## config.mk

```make
export PLATFORM = sky130hd
export DESIGN_NAME = multicycle_control_flat
export DESIGN_NICKNAME = d
export VERILOG_FILES = /design/src/rtl/multicycle_control_if.sv /design/src/rtl/multicycle_control.sv /design/src/flat_wrapper.sv
export SDC_FILE = /design/constraint.sdc
export NUM_CORES = 1
export LEC_CHECK = 0
export CAP_MARGIN = 15
export CORE_UTILIZATION = 43
export CTS_CLUSTER_SIZE = 10
export DETAILED_ROUTE_END_ITERATION = 10
export PLACE_DENSITY = 0.85
export SLEW_MARGIN = 20
export SYNTH_ARGS = -nofsm -noshare
export SYNTH_HDL_FRONTEND = slang
export SYNTH_SLANG_ARGS = --single-unit
```

## constraint.sdc

```tcl
create_clock -name iCLK -period 2.2 [get_ports iCLK]
set_input_delay 0.55 -clock iCLK [delete_from_list [all_inputs] [get_ports iCLK]]
set_output_delay 0.55 -clock iCLK [all_outputs]
set_load 0.02 [all_outputs]
```

## src/rtl/multicycle_control_if.sv

```systemverilog
// Control/datapath bundle of the multicycle RV32I controller: decoded IR fields and status in, datapath strobes and mux selects out.
interface multicycle_control_if #(parameter int ULA_W = 5, parameter int STATE_W = 4);
  logic [6:0]         iOpcode;
  logic [2:0]         iFunct3;
  logic               iFunct7b5;
  logic               iZero;
  logic               iMemReady;
  logic               oPCWrite;
  logic               oIRWrite;
  logic               oIorD;
  logic               oMemRead;
  logic               oMemWrite;
  logic               oRegWrite;
  logic [2:0]         oMem2Reg;
  logic [2:0]         oOrigPC;
  logic [1:0]         oOrigAULA;
  logic [1:0]         oOrigBULA;
  logic [ULA_W-1:0]   oULAControl;
  logic               oInstRetired;
  logic               oTrap;
  logic [STATE_W-1:0] oState;

  modport master (
    input  iOpcode, iFunct3, iFunct7b5, iZero, iMemReady,
    output oPCWrite, oIRWrite, oIorD, oMemRead, oMemWrite, oRegWrite, oMem2Reg,
           oOrigPC, oOrigAULA, oOrigBULA, oULAControl, oInstRetired, oTrap, oState
  );

  modport slave (
    output iOpcode, iFunct3, iFunct7b5, iZero, iMemReady,
    input  oPCWrite, oIRWrite, oIorD, oMemRead, oMemWrite, oRegWrite, oMem2Reg,
           oOrigPC, oOrigAULA, oOrigBULA, oULAControl, oInstRetired, oTrap, oState
  );
endinterface

```

## src/rtl/multicycle_control.sv

```systemverilog
// Multicycle RV32I control FSM driving a shared datapath with one unified memory port.
// Optional feature: define ILLEGAL_TRAP_EN to trap on illegal opcodes instead of treating them as NOPs.
module multicycle_control #(
  parameter int ULA_W   = 5,
  parameter int STATE_W = 4
) (
  input logic                 iCLK,
  input logic                 iRST,
  multicycle_control_if.master bus
);

  typedef enum logic [3:0] {
    FETCH    = 4'd0,  DECODE = 4'd1,  EXEC_R = 4'd2,  EXEC_I = 4'd3,
    MEM_ADDR = 4'd4,  MEM_RD = 4'd5,  MEM_WB = 4'd6,  MEM_WR = 4'd7,
    BRANCH   = 4'd8,  JAL    = 4'd9,  JALR   = 4'd10, LUI    = 4'd11,
    AUIPC    = 4'd12, ALU_WB = 4'd13, TRAP   = 4'd14
  } stateT;

  localparam logic [4:0] ULA_AND = 5'd0, ULA_OR  = 5'd1, ULA_ADD = 5'd2, ULA_XOR  = 5'd3,
                         ULA_SLL = 5'd4, ULA_SRL = 5'd5, ULA_SUB = 5'd6, ULA_SLT  = 5'd7,
                         ULA_SLTU = 5'd8, ULA_SRA = 5'd9;

  localparam logic [6:0] OP_R = 7'b0110011, OP_I = 7'b0010011, OP_LOAD = 7'b0000011,
                         OP_STORE = 7'b0100011, OP_BRANCH = 7'b1100011, OP_JAL = 7'b1101111,
                         OP_JALR = 7'b1100111, OP_LUI = 7'b0110111, OP_AUIPC = 7'b0010111,
                         OP_FENCE = 7'b0001111, OP_SYSTEM = 7'b1110011;

  stateT state;
  stateT decodeNext;
  logic  running;
  logic  branchTaken;
  logic  retireInDecode;
  logic [4:0] ulaOp;

  function automatic logic [4:0] aluOp(input logic [2:0] f3, input logic alt);
    logic [4:0] op;
    case (f3)
      3'b000:  op = alt ? ULA_SUB : ULA_ADD;
      3'b001:  op = ULA_SLL;
      3'b010:  op = ULA_SLT;
      3'b011:  op = ULA_SLTU;
      3'b100:  op = ULA_XOR;
      3'b101:  op = alt ? ULA_SRA : ULA_SRL;
      3'b110:  op = ULA_OR;
      default: op = ULA_AND;
    endcase
    return op;
  endfunction

  always_comb begin
    decodeNext     = FETCH;
    retireInDecode = 1'b0;
    case (bus.iOpcode)
      OP_R:                decodeNext = EXEC_R;
      OP_I:                decodeNext = EXEC_I;
      OP_LOAD, OP_STORE:   decodeNext = MEM_ADDR;
      OP_BRANCH:           decodeNext = BRANCH;
      OP_JAL:              decodeNext = JAL;
      OP_JALR:             decodeNext = JALR;
      OP_LUI:              decodeNext = LUI;
      OP_AUIPC:            decodeNext = AUIPC;
      OP_FENCE, OP_SYSTEM: retireInDecode = 1'b1;
      default: begin
`ifdef ILLEGAL_TRAP_EN
        decodeNext = TRAP;
`else
        retireInDecode = 1'b1;
`endif
      end
    endcase
  end

  // beq/bge/bgeu take on a zero result, bne/blt/bltu on non-zero; funct3 010/011 never take
  always_comb begin
    case (bus.iFunct3)
      3'b000, 3'b101, 3'b111: branchTaken = bus.iZero;
      3'b001, 3'b100, 3'b110: branchTaken = !bus.iZero;
      default:                branchTaken = 1'b0;
    endcase
  end

  // running stays low for the first cycle after reset so every output reads 0 until released
  always_ff @(posedge iCLK) begin
    if (!iRST) begin
      state   <= FETCH;
      running <= 1'b0;
    end else begin
      running <= 1'b1;
      if (running) begin
        case (state)
          FETCH:                     if (bus.iMemReady) state <= DECODE;
          DECODE:                    state <= decodeNext;
          EXEC_R, EXEC_I, LUI, AUIPC: state <= ALU_WB;
          MEM_ADDR:                  state <= (bus.iOpcode == OP_LOAD) ? MEM_RD : MEM_WR;
          MEM_RD:                    if (bus.iMemReady) state <= MEM_WB;
          MEM_WR:                    if (bus.iMemReady) state <= FETCH;
          TRAP:                      state <= TRAP;
          default:                   state <= FETCH;
        endcase
      end
    end
  end

  always_comb begin
    bus.oPCWrite     = 1'b0;
    bus.oIRWrite     = 1'b0;
    bus.oIorD        = 1'b0;
    bus.oMemRead     = 1'b0;
    bus.oMemWrite    = 1'b0;
    bus.oRegWrite    = 1'b0;
    bus.oMem2Reg     = 3'd0;
    bus.oOrigPC      = 3'd0;
    bus.oOrigAULA    = 2'd0;
    bus.oOrigBULA    = 2'd0;
    bus.oInstRetired = 1'b0;
    ulaOp            = ULA_AND;
    if (running) begin
      case (state)
        FETCH: begin
          bus.oMemRead  = 1'b1;
          bus.oOrigAULA = 2'd3;
          bus.oOrigBULA = 2'd2;
          ulaOp         = ULA_ADD;
          bus.oIRWrite  = bus.iMemReady;
          bus.oPCWrite  = bus.iMemReady;
        end
        DECODE: begin
          bus.oOrigBULA    = 2'd1;
          ulaOp            = ULA_ADD;
          bus.oInstRetired = retireInDecode;
        end
        EXEC_R: begin
          bus.oOrigAULA = 2'd1;
          ulaOp         = aluOp(bus.iFunct3, bus.iFunct7b5);
        end
        EXEC_I: begin
          bus.oOrigAULA = 2'd1;
          bus.oOrigBULA = 2'd1;
          ulaOp         = aluOp(bus.iFunct3, bus.iFunct7b5 && (bus.iFunct3 == 3'b101));
        end
        LUI: begin
          bus.oOrigAULA = 2'd2;
          bus.oOrigBULA = 2'd1;
          ulaOp         = ULA_ADD;
        end
        AUIPC: begin
          bus.oOrigBULA = 2'd1;
          ulaOp         = ULA_ADD;
        end
        ALU_WB: begin
          bus.oRegWrite    = 1'b1;
          bus.oInstRetired = 1'b1;
        end
        MEM_ADDR: begin
          bus.oOrigAULA = 2'd1;
          bus.oOrigBULA = 2'd1;
          ulaOp         = ULA_ADD;
        end
        MEM_RD: begin
          bus.oMemRead = 1'b1;
          bus.oIorD    = 1'b1;
        end
        MEM_WB: begin
          bus.oRegWrite    = 1'b1;
          bus.oMem2Reg     = 3'd1;
          bus.oInstRetired = 1'b1;
        end
        MEM_WR: begin
          bus.oMemWrite    = 1'b1;
          bus.oIorD        = 1'b1;
          bus.oInstRetired = bus.iMemReady;
        end
        BRANCH: begin
          bus.oOrigAULA    = 2'd1;
          ulaOp            = (bus.iFunct3[2:1] == 2'b10) ? ULA_SLT :
                             (bus.iFunct3[2:1] == 2'b11) ? ULA_SLTU : ULA_SUB;
          bus.oPCWrite     = branchTaken;
          bus.oOrigPC      = 3'd1;
          bus.oInstRetired = 1'b1;
        end
        JAL: begin
          bus.oPCWrite     = 1'b1;
          bus.oOrigPC      = 3'd1;
          bus.oRegWrite    = 1'b1;
          bus.oMem2Reg     = 3'd2;
          bus.oInstRetired = 1'b1;
        end
        JALR: begin
          bus.oOrigAULA    = 2'd1;
          bus.oOrigBULA    = 2'd1;
          ulaOp            = ULA_ADD;
          bus.oPCWrite     = 1'b1;
          bus.oOrigPC      = 3'd2;
          bus.oRegWrite    = 1'b1;
          bus.oMem2Reg     = 3'd2;
          bus.oInstRetired = 1'b1;
        end
        default: ;
      endcase
    end
  end

  assign bus.oULAControl = ULA_W'(ulaOp);
  assign bus.oState      = STATE_W'(state);
`ifdef ILLEGAL_TRAP_EN
  assign bus.oTrap = running && (state == TRAP);
`else
  assign bus.oTrap = 1'b0;
`endif

endmodule

```

## src/flat_wrapper.sv

```systemverilog
// flat-port wrapper written by rule: the top's interface ports become plain ports
module multicycle_control_flat 
#(
  parameter int ULA_W   = 5,
  parameter int STATE_W = 4
)
  (iCLK, iRST, bus_iOpcode, bus_iFunct3, bus_iFunct7b5, bus_iZero, bus_iMemReady, bus_oPCWrite, bus_oIRWrite, bus_oIorD, bus_oMemRead, bus_oMemWrite, bus_oRegWrite, bus_oMem2Reg, bus_oOrigPC, bus_oOrigAULA, bus_oOrigBULA, bus_oULAControl, bus_oInstRetired, bus_oTrap, bus_oState);
  multicycle_control_if #(.ULA_W(ULA_W), .STATE_W(STATE_W)) bus_i ();
  input logic iCLK;
  input logic iRST;
  input wire logic [$bits(bus_i.iOpcode)-1:0] bus_iOpcode;
  input wire logic [$bits(bus_i.iFunct3)-1:0] bus_iFunct3;
  input wire logic [$bits(bus_i.iFunct7b5)-1:0] bus_iFunct7b5;
  input wire logic [$bits(bus_i.iZero)-1:0] bus_iZero;
  input wire logic [$bits(bus_i.iMemReady)-1:0] bus_iMemReady;
  output wire logic [$bits(bus_i.oPCWrite)-1:0] bus_oPCWrite;
  output wire logic [$bits(bus_i.oIRWrite)-1:0] bus_oIRWrite;
  output wire logic [$bits(bus_i.oIorD)-1:0] bus_oIorD;
  output wire logic [$bits(bus_i.oMemRead)-1:0] bus_oMemRead;
  output wire logic [$bits(bus_i.oMemWrite)-1:0] bus_oMemWrite;
  output wire logic [$bits(bus_i.oRegWrite)-1:0] bus_oRegWrite;
  output wire logic [$bits(bus_i.oMem2Reg)-1:0] bus_oMem2Reg;
  output wire logic [$bits(bus_i.oOrigPC)-1:0] bus_oOrigPC;
  output wire logic [$bits(bus_i.oOrigAULA)-1:0] bus_oOrigAULA;
  output wire logic [$bits(bus_i.oOrigBULA)-1:0] bus_oOrigBULA;
  output wire logic [$bits(bus_i.oULAControl)-1:0] bus_oULAControl;
  output wire logic [$bits(bus_i.oInstRetired)-1:0] bus_oInstRetired;
  output wire logic [$bits(bus_i.oTrap)-1:0] bus_oTrap;
  output wire logic [$bits(bus_i.oState)-1:0] bus_oState;
  assign bus_i.iOpcode = bus_iOpcode;
  assign bus_i.iFunct3 = bus_iFunct3;
  assign bus_i.iFunct7b5 = bus_iFunct7b5;
  assign bus_i.iZero = bus_iZero;
  assign bus_i.iMemReady = bus_iMemReady;
  assign bus_oPCWrite = bus_i.oPCWrite;
  assign bus_oIRWrite = bus_i.oIRWrite;
  assign bus_oIorD = bus_i.oIorD;
  assign bus_oMemRead = bus_i.oMemRead;
  assign bus_oMemWrite = bus_i.oMemWrite;
  assign bus_oRegWrite = bus_i.oRegWrite;
  assign bus_oMem2Reg = bus_i.oMem2Reg;
  assign bus_oOrigPC = bus_i.oOrigPC;
  assign bus_oOrigAULA = bus_i.oOrigAULA;
  assign bus_oOrigBULA = bus_i.oOrigBULA;
  assign bus_oULAControl = bus_i.oULAControl;
  assign bus_oInstRetired = bus_i.oInstRetired;
  assign bus_oTrap = bus_i.oTrap;
  assign bus_oState = bus_i.oState;
  multicycle_control #(.ULA_W(ULA_W), .STATE_W(STATE_W)) u_core (.iCLK(iCLK), .iRST(iRST), .bus(bus_i));
endmodule
```

Word level (Yosys, flattened, before mapping)
Index checks and enable logic that the tools add are counted.
{"block": "op_classes", "eq_ne": 35, "muxes": 41, "n_reduce_logical": 19}
{"cell": "$pmux 5 s7", "n": 2}
{"cell": "$pmux 4 s8", "n": 1}
{"cell": "$eq 4x4->1 const B", "n": 7}
{"cell": "$pmux 4 s7", "n": 1}
{"cell": "$mux 4", "n": 6}
{"cell": "$eq 7x6->1 const B", "n": 3}
{"cell": "$eq 7x7->1 const B", "n": 3}
{"cell": "$pmux 5 s4", "n": 1}
{"cell": "$eq 4x3->1 const B", "n": 4}
{"cell": "$eq 7x5->1 const B", "n": 2}
{"cell": "$mux 1", "n": 14}
{"cell": "$eq 3x3->1 const B", "n": 4}
{"cell": "$mux 3", "n": 4}
{"cell": "$pmux 2 s2", "n": 3}
{"cell": "$reduce_or 6->1", "n": 2}
{"cell": "$mux 5", "n": 2}
{"cell": "$reduce_or 2->1", "n": 5}
{"cell": "$reduce_or 5->1", "n": 2}
{"cell": "$reduce_or 9->1", "n": 1}
{"cell": "$eq 4x2->1 const B", "n": 2}
{"cell": "$reduce_or 4->1", "n": 2}
{"cell": "$eq 7x2->1 const B", "n": 1}
{"cell": "$eq 3x2->1 const B", "n": 2}
{"cell": "$mux 2", "n": 3}
{"cell": "other kinds (13)", "n": 18}
{"block": "word_totals", "regBits": 5, "out_inout_bits": 27, "wordCells": 97}

Depth between registers and ports, before layout
{"block": "logic_depth", "ltp_word": 6, "depth_mapped": 6, "mapped_depth_nobuf": 4}

Worst setup path before layout
No wires, ideal clock.
{"block": "synth_path", "path_type": "register to output", "startpoint": "register u_core.state[3], in the netlist u_core.bus.oState[3]", "endpoint": "output port bus_oULAControl[2]", "arrival_ns": 2.295, "required_time_ns": 1.650, "path_slack_ns": -0.645, "stages_incl_launch_ff": 5, "path_buffers": 1, "path_cell_list": "dfxtp_1 -> buf_2 -> nor4b_1 -> o21bai_1 -> a2111oi_0"}
{"block": "synth_via", "elab_chain_cells": 4, "elab_cells_between_ends": 12, "classes_between": "eq/ne (8); mux (2); reduce/logical (2)"}
{"item": "start: declaration", "line_no": "multicycle_control.sv:28", "rtl": "stateT state;"}
{"item": "start signal: assignment", "line_no": "multicycle_control.sv:92", "rtl": "DECODE: state <= decodeNext;"}
{"item": "start signal: assignment", "line_no": "multicycle_control.sv:94", "rtl": "MEM_ADDR: state <= (bus.iOpcode == OP_LOAD) ? MEM_RD : MEM_WR;"}
{"item": "$eq 4x1->1, or another cell as far along", "line_no": "multicycle_control.sv:118", "rtl": "case (state)"}
{"item": "$reduce_or 6->1 (no source line)"}
{"item": "$pmux 5 s4 (*)", "line_no": "multicycle_control.sv:118"}
{"item": "$mux 5 (*)", "line_no": "multicycle_control.sv:117", "rtl": "if (running) begin"}
{"item": "end: declaration", "line_no": "flat_wrapper.sv:26", "rtl": "output wire logic [$bits(bus_i.oULAControl)-1:0] bus_oULAControl;"}
Every way passes the cells marked *; elsewhere a longest branch is shown, timed or not.

Worst setup path after layout
{"block": "layout_path", "startpoint": "register u_core.state[3], in the netlist u_core.bus.oState[3]", "endpoint": "output port bus_oMem2Reg[0]"}
{"block": "layout_via", "elab_chain_cells": 4, "elab_cells_between_ends": 6, "classes_between": "eq/ne (3); mux (2); reduce/logical (1)"}
{"item": "$eq 4x4->1", "line_no": "multicycle_control.sv:118"}
{"item": "$reduce_or 2->1 (no source line)"}
{"item": "$pmux 2 s2 (*)", "line_no": "multicycle_control.sv:118"}
{"item": "$mux 3 (*)", "line_no": "multicycle_control.sv:117"}
{"item": "end: declaration", "line_no": "flat_wrapper.sv:22", "rtl": "output wire logic [$bits(bus_i.oMem2Reg)-1:0] bus_oMem2Reg;"}
Marks and branches as above.

==> results_dict.tcl <==
set metrics [dict create \
    result_of_the_run "finished, violations left" \
    violations "negative setup slack" \
    fin_skew_ps 11.87 \
    gpl.final_weighted_congestion 0.8789 \
    top_library_cells_by_usage_in_the_layout_fill_and_taps_aside "48 x sky130_fd_sc_hd__buf_4, 13 x sky130_fd_sc_hd__nor2_1, 9 x sky130_fd_sc_hd__dlygate4sd2_1, 9 x sky130_fd_sc_hd__buf_6" \
    seq_area_sq_um 115.1 \
    reg2reg_depth 5 \
    hold_class "reg2reg" \
    finalMaxSlewViolations 0 \
    dpl_ws_ps -804.6 \
    regToRegEndpoint "u_core.bus.oState[2]" \
    final-hold-violation-count 0 \
    holdPathStages 3 \
    final_common_cell "sky130_fd_sc_hd__buf_4" \
    synth_seq_area_share 0.09650 \
    nature_of_the_critical_path_startpoint "register" \
    congestion_overflow_gr 0 \
    placeableCoreArea_sq_um 2233 \
    cts_tree "yes" \
    wl_per_cell_microns 17.87 \
    worst-setup-path-type "reg2out" \
    total_i_o_pin_count 42 \
    fin_cells 263 \
    r2r_slack_ps 380 \
    yosys_warnings 0 \
    grt_most_used_layer "met2" \
    path_common_cell "sky130_fd_sc_hd__buf_4" \
    syn_avg_cell_area_sq_um 6.483 \
    finish.utilization 0.8515 \
    post-route-drc-count 0 \
    syn2layout_area_growth_pct 83.35 \
    ys_types 46 \
    period_share 1.014 \
    worstHoldStart "u_core.running" \
    floorplan.initialDensity 0.4644 \
    dp.cells 254 \
    post-synth-top-area-cell "sky130_fd_sc_hd__dfxtp_1" \
    num-fill-cells 123 \
    worst_ep_required_time_ps 1650 \
    cell_breakdown_of_the_critical_path "buf_6, nor2b_4, buf_4, buf_4, nand2_1, nor2_1, dlygate4sd2_1" \
    power.net_switching_uw 285.8 \
    combPwrFrac 0.646 \
    vdd_ir_drop_max_uv 304.0 \
    die_area_sq_um 2613 \
    dp.final_hpwl_mm 2.915 \
    whs_endpoint "u_core.bus.oState[1]" \
    share_seq_of_total_power 0.167 \
    numClockSinks 5 \
    multi_input_area_sq_um 1003 \
    dr.pass1.iters 6 \
    cts_root_buf "sky130_fd_sc_hd__clkbuf_4" \
    portBuffers 37 \
    worstSkewPairLatency_ps 260 \
    setup_violators_final 4 \
    std_cell_rows 17 \
    post_cts_hold_buffer_count 0 \
    clock_power_share 0.187 \
    grt_pass1_wl_mm 6.589 \
    cpMaxStageDelayCell "sky130_fd_sc_hd__dfxtp_4" \
    grt_max_degree 17 \
    yosysTopAreaCellShare 0.09650 \
    power.density_cell_area_nw_per_um2 344.2 \
    fmax_mhz 448.1 \
    syn_inst 160 \
    intPower_uw 368.8 \
    crit_path_max_delay_family "buffers and inverters" \
    antenna_found_initial 0 \
    cells_taking_the_most_area_after_synthesis "sky130_fd_sc_hd__dfxtp_1 9.7%, sky130_fd_sc_hd__nor2b_1 6.0%, sky130_fd_sc_hd__nor2_1 5.1%" \
    critPathMaxStageDelay_ps 360 \
    setup_total_negative_slack_ps -104.5 \
    worstPathArrival_ps 1680 \
    worstReg2RegStart "u_core.bus.oState[2]" \
    fraction_of_power_spent_switching_nets 0.4366 \
    min_period_ps 2231 \
    numCtsBuffers 3 \
    vias_in_the_first_global_route 1475 \
    route.vias.total 1663 \
    leakage_nw 0.8603 \
    rsz0062_at_grt "true" \
    grtUsageTotal 0.3302 \
    antenna_cells 0 \
    final_critical_path_setup_slack_ps -31.41 \
    critical_path_peak_fanout 5 \
    total_power_uw 654.6 \
    post_synth_instance_area_sq_um 1037 \
    critical_path_buf_inv_count 4 \
    drt_wl_total_mm 4.701 \
    endpoint_kind "output pin" \
    num-nets-final 251 \
    path_clk_slew_ps 60 \
    synth-seq-cells 5 \
    post_route_cells_drive_above_1_share 0.4298 \
    drv_cap 0 \
    use_met2 0.6382 \
    detail-route-antenna-nets 0 \
    fp.dieH_microns 51.12 \
    cts-htree-levels 1 \
    route.detailed.vias_per_inst 6.323 \
    grtUsageMet1 0.3759 \
    m3_gr_usage 0.01786 \
    drt_first_iter_violations 85 \
    clk_path_buf_depth 2 \
    fp.dieW_microns 51.12 \
]
-- cell usage after synthesis, drive strengths merged --
cell type	n
xnor2	3
inv	3
a311o	1
conb	1
o31ai	1
and2	5
a211o	1
a21oi	10
nand3	5
a211oi	6
or3	2
o211ai	1
a21boi	2
a21o	6
mux2i	2
nand2b	4
nor3	5
nor3b	4
a2bb2oi	1
a31oi	3
nand3b	3
buf	12
o21a	3
o311a	1
dfxtp	5
or4b	1
o21bai	1
clkbuf	7
a32oi	2
or2	1
nor4b	1
nand2	10
a2111oi	2
o22ai	2
and3	2
nor2	14
o31a	1
and3b	3
or4	1
nor2b	10
or3b	2
o21ai	10
-- how the worst max path moves through the flow --
stage	from	to	slack (ps)	depth (start not counted)
floorplan	u_core.bus.oState[3]	bus_oULAControl[2]	-60	4
global placement	bus_iFunct3[0]	bus_oULAControl[2]	-750	6
detailed placement	bus_iFunct3[0]	bus_oULAControl[2]	-800	6
CTS	bus_iFunct7b5	bus_oULAControl[2]	-220	5
global route	u_core.bus.oState[0]	bus_oULAControl[3]	-80	7
finish	u_core.bus.oState[3]	bus_oMem2Reg[0]	-30	7
-- flip-flops by register name, summed over array words and instances (netlist names) --
signal	count
u_core.bus.oState	4
u_core.running	1
-- timing repair --
action | 4_1_cts | 5_1_grt
endpoints found under the setup margin | 20 | 16
pin swaps | 8 | 12
cloned | 0 | 0
buffers inserted | 1 | 4
gates resized for setup | 92 | 47
-- tightest hold or removal path, delay by kind of cell (launching register included) --
kind,cells,cell delay (ps)
compound gates,1,70
simple gates,1,60
flops,1,340
buf+inv,1,170
-- metal layers --
| layer | part of all wire | wire length, microns | up-vias |
|---|---|---|---|
| met1 | 0.36 | 1676 | 782 |
| met5 | 0 | 0 | - |
| met3 | 0.070 | 330 | 37 |
| met2 | 0.53 | 2477 | 119 |
| met4 | 0.046 | 217 | 0 |
| li1 | - | - | 725 |
-- power groups by stage --
stage,sequential [mW],combinational (mW),clock (mW)
3_5_place_dp,0.108,0.375,0
5_1_grt,0.110,0.445,0.128
4_1_cts,0.108,0.379,0.119
3_3_place_gp,0.108,0.361,0
6_report,0.110,0.423,0.122
2_1_floorplan,0.110,0.194,0
-- metrics by stage --
stage | instance area (sq um) | hold slack (ps)
6_report | 1902 | 697.8
2_1_floorplan | 1072 | 577.7
3_5_place_dp | 1715 | 669.1
4_1_cts | 1803 | 673.4
3_3_place_gp | 1715 | 649.4
5_1_grt | 1902 | 708.8
-- cells by family (layout without fill, tap and decap cells) --
family          after synthesis  after routing  share of synthesized area
simple gates                 73             73                     0.3981
compound gates               54             54                     0.3498
xor+xnor                      3              3                    0.02534
mux                           2              2                    0.01930
flops                         5              5                    0.09651
buf+inv                      22             94                     0.1074
other cells                   1              4                   0.003615
-- layout make-up --
type                    instances  area share
multi-input cells             136      0.5276
well taps                      28     0.01842
clock buffers                   4     0.01382
repair buffers                 87      0.3737
inverters                       3    0.005921
flip-flops and latches          5     0.06053
Power figures use the tool's default switching activity.
==> RTL change: new RTL, config.mk and constraints unchanged <==
`ULA_W` is set to 5 in 3 places; all go to 6.
--- a/src/rtl/multicycle_control_if.sv
+++ b/src/rtl/multicycle_control_if.sv
@@ -1,3 +1,3 @@
 // Control/datapath bundle of the multicycle RV32I controller: decoded IR fields and status in, datapath strobes and mux selects out.
-interface multicycle_control_if #(parameter int ULA_W = 5, parameter int STATE_W = 4);
+interface multicycle_control_if #(parameter int ULA_W = 6, parameter int STATE_W = 4);
   logic [6:0]         iOpcode;
--- a/src/rtl/multicycle_control.sv
+++ b/src/rtl/multicycle_control.sv
@@ -3,3 +3,3 @@
 module multicycle_control #(
-  parameter int ULA_W   = 5,
+  parameter int ULA_W   = 6,
   parameter int STATE_W = 4
--- a/src/flat_wrapper.sv
+++ b/src/flat_wrapper.sv
@@ -3,3 +3,3 @@
 #(
-  parameter int ULA_W   = 5,
+  parameter int ULA_W   = 6,
   parameter int STATE_W = 4
Ports: changed (resized bus_oULAControl); port bits go from 42 to 43. No check against the original RTL was run, so the function may have changed too.
==> RTL change against the unedited design <==
The run still ends with negative setup slack left. Synthesized area decreased by 3.9%. Count of clock-buffer cells in the layout unchanged. Sequential share of layout area increased by 0.25 points. Sequential cell count unchanged. Power decreased by 9.9%. Setup slack improved by 0.010 ns. Wire length decreased by 23%. Maximum frequency increased by 0.45%. First-iteration DRC count decreased by 26%. Global-route usage decreased by 4.4 points. Die area decreased by 3.7%. Final area decreased by 12%. Critical endpoint is now bus_oULAControl[3]. Largest cell class unchanged.
==> RTL change: results (changes against the unedited design) <==
<table>
<tr><th>Metric</th><th>Value</th></tr>
<tr><th colspan="2">Timing</th></tr>
<tr><td>Worst Setup Slack, final</td><td>-0.0214 ns (was -0.0314 ns)</td></tr>
<tr><td>Final hold slack</td><td>0.666 ns (was 0.698 ns)</td></tr>
<tr><td>Final count of negative-setup-slack endpoints</td><td>2 (was 4)</td></tr>
<tr><th colspan="2">Route</th></tr>
<tr><td>Pre-antenna DRT Iters</td><td>4 (was 6)</td></tr>
<tr><td>WL final</td><td>3.60 mm (was 4.70 mm)</td></tr>
<tr><th colspan="2">Pwr</th></tr>
<tr><td>Power Clock</td><td>0.118 mW (was 0.122 mW)</td></tr>
<tr><td>Worst vdd rail ir drop</td><td>401 uV (was 304 uV)</td></tr>
<tr><th colspan="2">Synth</th></tr>
<tr><td>Number of library cell types mapped by synthesis</td><td>49 (was 46)</td></tr>
<tr><td>Main area contributors after synthesis</td><td>sky130_fd_sc_hd__dfxtp_1, sky130_fd_sc_hd__a21oi_1, sky130_fd_sc_hd__nand2_1 (was sky130_fd_sc_hd__dfxtp_1, sky130_fd_sc_hd__nor2b_1, sky130_fd_sc_hd__nor2_1)</td></tr>
<tr><td>Post-Synthesis Mean Instance Area</td><td>6.43 um2 (was 6.48 um2)</td></tr>
<tr><td>Seq/Total Area, Yosys</td><td>10.0% (was 9.65%)</td></tr>
<tr><th colspan="2">Clocking</th></tr>
<tr><td>Clock slew seen by the registers of the worst setup and hold paths</td><td>0.04 ns (was 0.06 ns)</td></tr>
<tr><td>Resized Gates After CTS</td><td>59 (was 92)</td></tr>
<tr><th colspan="2">Final layout</th></tr>
<tr><td>Share of cell area taken by flip-flops and latches</td><td>6.31% (was 6.05%)</td></tr>
<tr><td>Area fraction of clock buffers and clock inverters</td><td>1.58% (was 1.38%)</td></tr>
<tr><td>Final Net Count</td><td>237 (was 251)</td></tr>
<tr><td>Final core utilization</td><td>76.1% (was 85.2%)</td></tr>
<tr><td>Multi-input comb cells</td><td>133 (was 136)</td></tr>
<tr><th colspan="2">Worst setup path</th></tr>
<tr><td>Reg2reg start</td><td>u_core.bus.oState[3]$_SDFFE_PN0P_ (was u_core.bus.oState[2]$_SDFFE_PN0P_)</td></tr>
<tr><td>Setup slack of the worst register-to-register path</td><td>0.47 ns (was 0.38 ns)</td></tr>
<tr><td>CP max-delay cell</td><td>sky130_fd_sc_hd__dfxtp_2 (was sky130_fd_sc_hd__dfxtp_4)</td></tr>
<tr><th colspan="2">Status</th></tr>
<tr><td>Failing checks</td><td>negative setup slack (unchanged)</td></tr>
<tr><td>Outcome</td><td>finished with violations (unchanged)</td></tr>
<tr><th colspan="2">Global route</th></tr>
<tr><td>Met3 usage</td><td>4.85% (was 1.79%)</td></tr>
<tr><td>Vias in the first global route</td><td>1363 (was 1475)</td></tr>
<tr><td>Wire length of the first global-routing pass</td><td>5.55 mm (was 6.59 mm)</td></tr>
<tr><th colspan="2">Placed design</th></tr>
<tr><td>Post-place instance area</td><td>0.00159 mm2 (was 0.00172 mm2)</td></tr>
</table>
[RTL change: worst max path at each step]
stage | slack [ns] | start | cells past startpoint | to
6_report | -0.02 | u_core.bus.oState[3]$_SDFFE_PN0P_ | 8 | bus_oULAControl[3]
5_1_grt | -0.08 | u_core.bus.oState[3]$_SDFFE_PN0P_ | 6 | bus_oULAControl[0]
3_3_place_gp | -0.68 | bus_iOpcode[4] | 7 | bus_oInstRetired
2_1_floorplan | 0.11 | bus_iOpcode[6] | 5 | bus_oInstRetired
4_1_cts | -0.13 | bus_iOpcode[6] | 6 | bus_oInstRetired
3_5_place_dp | -0.71 | bus_iOpcode[4] | 7 | bus_oInstRetired
[RTL change: metrics by stage]
step	TNS, ns	setup WS (ns)
2_1_floorplan	0	0.110
3_5_place_dp	-4.37	-0.711
4_1_cts	-0.132	-0.132
3_3_place_gp	-3.99	-0.678
5_1_grt	-0.320	-0.0815
6_report	-0.0364	-0.0214
[RTL change: metal layers]
| layer | share of wire (%) | routed length (um) | vias up |
|---|---|---|---|
| li1 | - | - | 679 |
| met1 | 39 | 1400 | 665 |
| met2 | 50 | 1810 | 83 |
| met3 | 7.4 | 267 | 11 |
| met4 | 3.3 | 117 | 0 |
| met5 | 0 | 0 | - |
[RTL change: critical path, delay by kind of cell, from the launching register on]
family / cells / cell delay (ns)
simple gates: 3 / 0.46
buf+inv: 3 / 0.40
flops: 1 / 0.36
mux: 1 / 0.15
compound gates: 1 / 0.05
[RTL change: cells by family after synthesis]
| kind of cell | synth area share, % |
|---|---|
| flip-flops | 10.0 |
| multiplexers | 2.01 |
| AND/OR/NAND/NOR | 45.9 |
| XOR/XNOR | 1.76 |
| AO/OA/AOI/OAI | 28.5 |
| other | 0.376 |
| buffers and inverters | 11.4 |
